==> src/rtl/bits4_sub_seq_ctrl.sv <==
// Sequenced 4-bit signed subtractor: handshaked operands, BPC-bit-per-cycle ripple,
// sign/BCD result code. Define OP_COUNT_EN to add the op_count completion counter.
module bits4_sub_seq_ctrl #(
    parameter int unsigned BPC = 1
) (
    input  logic       clk,
    input  logic       rst_n,
    input  logic       in_valid,
    output logic       in_ready,
    input  logic [3:0] a,
    input  logic [3:0] b,
    output logic       out_valid,
    input  logic       out_ready,
    output logic [5:0] s,
    output logic       busy
`ifdef OP_COUNT_EN
    ,
    output logic [7:0] op_count
`endif
);

    typedef enum logic [1:0] {IDLE, SUB, CONV, DONE} state_t;

    state_t      state_q, state_d;
    logic [4:0]  a1_q, a1_d;
    logic [4:0]  b1_q, b1_d;
    logic [4:0]  m_q, m_d;
    logic        carry_q, carry_d;
    logic [2:0]  bit_cnt_q, bit_cnt_d;
    logic [5:0]  s_q, s_d;
    logic        out_valid_q, out_valid_d;

    logic        c;
    int unsigned idx;
    logic [2:0]  sel;
    logic [3:0]  mag;
    logic        tens;
    logic [3:0]  ones;

    // -16 is unreachable, so the magnitude always fits in the low nibble.
    always_comb begin
        mag  = m_q[4] ? 4'(~m_q[3:0] + 4'd1) : m_q[3:0];
        tens = (mag >= 4'd10);
        ones = tens ? 4'(mag - 4'd10) : mag;
    end

    always_comb begin
        state_d     = state_q;
        a1_d        = a1_q;
        b1_d        = b1_q;
        m_d         = m_q;
        carry_d     = carry_q;
        bit_cnt_d   = bit_cnt_q;
        s_d         = s_q;
        out_valid_d = out_valid_q;
        c           = carry_q;
        idx         = 0;
        sel         = '0;

        case (state_q)
            IDLE: begin
                if (in_valid) begin
                    a1_d      = {a[3], a};
                    b1_d      = {~b[3], ~b};
                    carry_d   = 1'b1;
                    bit_cnt_d = '0;
                    state_d   = SUB;
                end
            end
            SUB: begin
                for (int unsigned i = 0; i < BPC; i++) begin
                    idx = 32'(bit_cnt_q) + i;
                    if (idx < 5) begin
                        sel      = 3'(idx);
                        m_d[sel] = a1_q[sel] ^ b1_q[sel] ^ c;
                        c        = (a1_q[sel] & b1_q[sel]) | (c & (a1_q[sel] ^ b1_q[sel]));
                    end
                end
                carry_d   = c;
                bit_cnt_d = bit_cnt_q + 3'(BPC);
                if (bit_cnt_d >= 3'd5) begin
                    state_d = CONV;
                end
            end
            CONV: begin
                s_d         = {m_q[4], tens, ones};
                out_valid_d = 1'b1;
                state_d     = DONE;
            end
            DONE: begin
                if (out_ready) begin
                    out_valid_d = 1'b0;
                    state_d     = IDLE;
                end
            end
            default: state_d = IDLE;
        endcase
    end

    always_ff @(posedge clk or negedge rst_n) begin
        if (!rst_n) begin
            state_q     <= IDLE;
            a1_q        <= '0;
            b1_q        <= '0;
            m_q         <= '0;
            carry_q     <= 1'b0;
            bit_cnt_q   <= '0;
            s_q         <= '0;
            out_valid_q <= 1'b0;
        end else begin
            state_q     <= state_d;
            a1_q        <= a1_d;
            b1_q        <= b1_d;
            m_q         <= m_d;
            carry_q     <= carry_d;
            bit_cnt_q   <= bit_cnt_d;
            s_q         <= s_d;
            out_valid_q <= out_valid_d;
        end
    end

`ifdef OP_COUNT_EN
    logic [7:0] op_count_q;

    always_ff @(posedge clk or negedge rst_n) begin
        if (!rst_n) begin
            op_count_q <= '0;
        end else if (out_valid_q && out_ready) begin
            op_count_q <= op_count_q + 8'd1;
        end
    end

    assign op_count = op_count_q;
`endif

    assign in_ready  = (state_q == IDLE);
    assign busy      = (state_q != IDLE);
    assign out_valid = out_valid_q;
    assign s         = s_q;

endmodule

==> config.mk <==
export PLATFORM = sky130hd
export DESIGN_NAME = bits4_sub_seq_ctrl
export DESIGN_NICKNAME = d
export VERILOG_FILES = /design/src/rtl/bits4_sub_seq_ctrl.sv
export SDC_FILE = /design/constraint.sdc
export NUM_CORES = 1
export LEC_CHECK = 0
export BUFFER_PORTS_ARGS = -buffer_cell sky130_fd_sc_hd__buf_2
export CAP_MARGIN = 40
export CORE_MARGIN = 2
export CORE_UTILIZATION = 50
export DETAILED_ROUTE_END_ITERATION = 10
export GPL_ROUTABILITY_DRIVEN = 0
export PLACE_DENSITY = 0.81
export SLEW_MARGIN = 40
export SYNTH_ARGS = -nofsm -noshare
export SYNTH_HDL_FRONTEND = slang
export SYNTH_SLANG_ARGS = --single-unit
export TNS_END_PERCENT = 10
==> constraint.sdc <==
create_clock -name clk -period 2.7 [get_ports clk]
set_clock_uncertainty 0.1 [all_clocks]
set_input_delay 0.27 -clock clk [delete_from_list [all_inputs] [get_ports clk]]
set_output_delay 0.27 -clock clk [all_outputs]
set_load 0.02 [all_outputs]
==> results.md <==
* Setup violators final at 0
* Seq/Total Area, Yosys at 46.10%
* Tcrit/Tclk final at 88.18%
* Crit path launch type: flip-flop
* Multi-input gate area at 693.2 um^2
* Max-cap violations at 0
* Kind of critical path: flip-flop to flip-flop
* TritonCTS clock tree: yes
* Leakage at 0.7333 nW
* First-pass GRT wire length at 4.126 mm
* Final Core Density at 58.08%
* Die area at 0.003264 mm^2
* H-tree depth at 1
* Post-DR vias/cell at 5.492
* Std cell rows at 19
* Slew Limit Fails at 0
* Commonest non-fill, non-tap cell in the layout: dfrtp_1
* Arr. time, crit path at 2500 ps
* Worst path slowest cell: dfrtp_1
* # DRC at 0
* CP peak stage delay at 550 ps
* Clock tree buffer depth at 2
* Largest net degree at the start of global routing at 27
* DRT met1 WL at 1.004 mm
* Via count at 983
* Synth-to-layout area growth at 11.52%
* Total power draw at 1.986 mW
* Layout fillers at 236
* Die Ht at 57.13 um
* Fin worst setup slack at 319.1 ps
* Finished Layout Cells at 179
* Worst-path clk slew at 140 ps
* Max Used Layer: met4
* Starting Density at 52.08%
* Synth Net Count at 149
* Worst slew pin tran at 572.8 ps
* Antenna cell count at 0
* Critical path cell sequence: mux4_2, a22o_1, fa_1, mux2_2
* Gr ovfl total at 0
* Critical path capture point type: flip-flop
* Root buf cell: clkbuf_4
* Share of cells above drive strength 1 at 28.38%
* TritonCTS buffer count at 3
* Hold Slack at 17.29 ps
* WP data required at 2820 ps
* Setup tns final at 0 ps
* PwrDens at 1262 mW/mm^2
* Hpwl dp at 1.851 mm
* Hold Fails Final Rpt at 0
* Post-DR wirelength/cell at 13.41 um
* Synth Instances at 128
* Worst-skew pair later-pin latency at 330 ps
* Rel. slew slack at 61.81%
* Cts hold-fix bufs at 1
* Hold crit path type: primary input to flip-flop
* Max Fclk at 420.0 MHz
* Die width at 57.13 um
* Port bufs at 20
* DP Area at 0.001528 mm^2
* Avg Inst Size Synth at 11.03 um^2
* CTS sink count at 26
* RSZ-0062 raised after global routing: no
* TritonRoute pass-1 iters at 4
* Met2 wire len at 1.256 mm
* Total track usage at 16.57%
* Initial drt markers at 27
* Distinct cell type count after synthesis at 31
* Max VDD drop at 0.6489 mV
* Netlist Area Pre-Place at 0.001411 mm^2
* Initial antenna violation count at 0
* DRT Wirelength at 2.400 mm
* Placed cells at 174
* Fin area at 0.001574 mm^2
* Synth Register Bits at 26
* Vias in the first global route at 992
* Nets at 170
* Seq. cell area at 650.6 um^2
* Run status: completed
* Post-CTS setup repair buffer count at 0
* Most frequent cells in the layout: dfrtp_1 (26), buf_2 (20), nand2_1 (13), mux2_2 (12), inv_1 (11)
* Core Area at 0.002710 mm^2
* Crit-path max FO at 9
* DR WL met3 at 107 um
* Antenna-violating nets left at 0
* Tmin final at 2381 ps
* Synth Warn # at 0
* Pre-CTS WS at 341.0 ps
* Post-cts sizing count at 0
* Number of I/O pins at 21
## sequential cells by signal, summed over array words and instances (netlist names)
register	flops
b1_q	4
out_valid	1
carry_q	1
m_q	5
bit_cnt_q	3
a1_q	4
s	6
state_q	2
## routing by layer
metal  global-route usage (%)  vias up
li1                         -      486
met4                    8.306        0
met2                    30.54       24
met3                    2.494        2
met5                        0        -
met1                    18.41      471
## critical path, delay by kind of cell, from the launching register on
| kind | cells | cell delay (ps) |
|---|---|---|
| compound gates | 1 | 260 |
| fa+ha+maj | 1 | 520 |
| flops | 1 | 550 |
| mux | 2 | 840 |
## kinds of logic (layout without fill, tap and decap cells)
| kind of cell | count (synthesis) | count (layout) | share of synthesized area (%) |
|---|---|---|---|
| buf+inv | 17 | 37 | 4.787 |
| mux | 16 | 16 | 14.18 |
| xor+xnor | 4 | 4 | 3.547 |
| fa+ha+maj | 9 | 9 | 8.511 |
| flops | 26 | 26 | 46.10 |
| simple gates | 31 | 31 | 9.842 |
| compound gates | 25 | 25 | 13.03 |
## synth_stat cells
master,number,area (um^2)
a21oi_1,3,15.01
a221o_1,1,10.01
a221oi_1,1,8.760
a22o_1,5,43.79
a32o_1,1,10.01
buf_2,3,15.01
clkbuf_1,2,7.510
dfrtp_1,26,650.6
fa_1,1,20.02
ha_1,8,100.1
inv_1,11,41.29
inv_2,1,3.750
mux2_2,12,135.1
mux2i_1,2,20.02
mux4_2,2,45.04
nand2_1,13,48.80
nand2b_1,3,18.77
nand3_1,2,10.01
nand4_1,1,6.260
nor2_1,7,26.28
nor3_1,3,15.01
nor3b_1,1,7.510
o21ai_0,9,45.04
o22ai_1,2,12.51
o31ai_1,1,7.510
o31ai_4,1,21.27
o32a_1,1,10.01
or3_1,1,6.260
xnor2_1,2,17.52
xnor2_2,1,16.27
xor2_2,1,16.27
## layout make-up
class | count | area share (%)
tap | 31 | 2.464
multi-input combinational | 85 | 44.04
sequential | 26 | 41.34
timing repair buffer | 21 | 6.995
clock buffer | 4 | 2.305
inverter | 12 | 2.862
## power by group
group	leakage, nW	total, mW	internal [mW]	switching, mW
Clock	0.0210	0.197	0.0826	0.114
Combinational	0.394	1.05	0.500	0.548
Sequential	0.319	0.741	0.569	0.172
Total	0.733	1.99	1.15	0.834
## final timing paths
check	cells after the start	slack [ps]	to	start
worst max-delay path	4	320	m_q[0]	bit_cnt_q[0]
worst min-delay path	2	20	b1_q[3]	b[3]
worst max register to register	4	320	m_q[0]	bit_cnt_q[0]
worst min register to register	2	410	b1_q[1]	b1_q[1]
max in group asynchronous	2	1770	b1_q[0]	rst_n
min in group asynchronous	2	350	state_q[0]	rst_n
No activity file was read; power rests on OpenSTA's default activity.
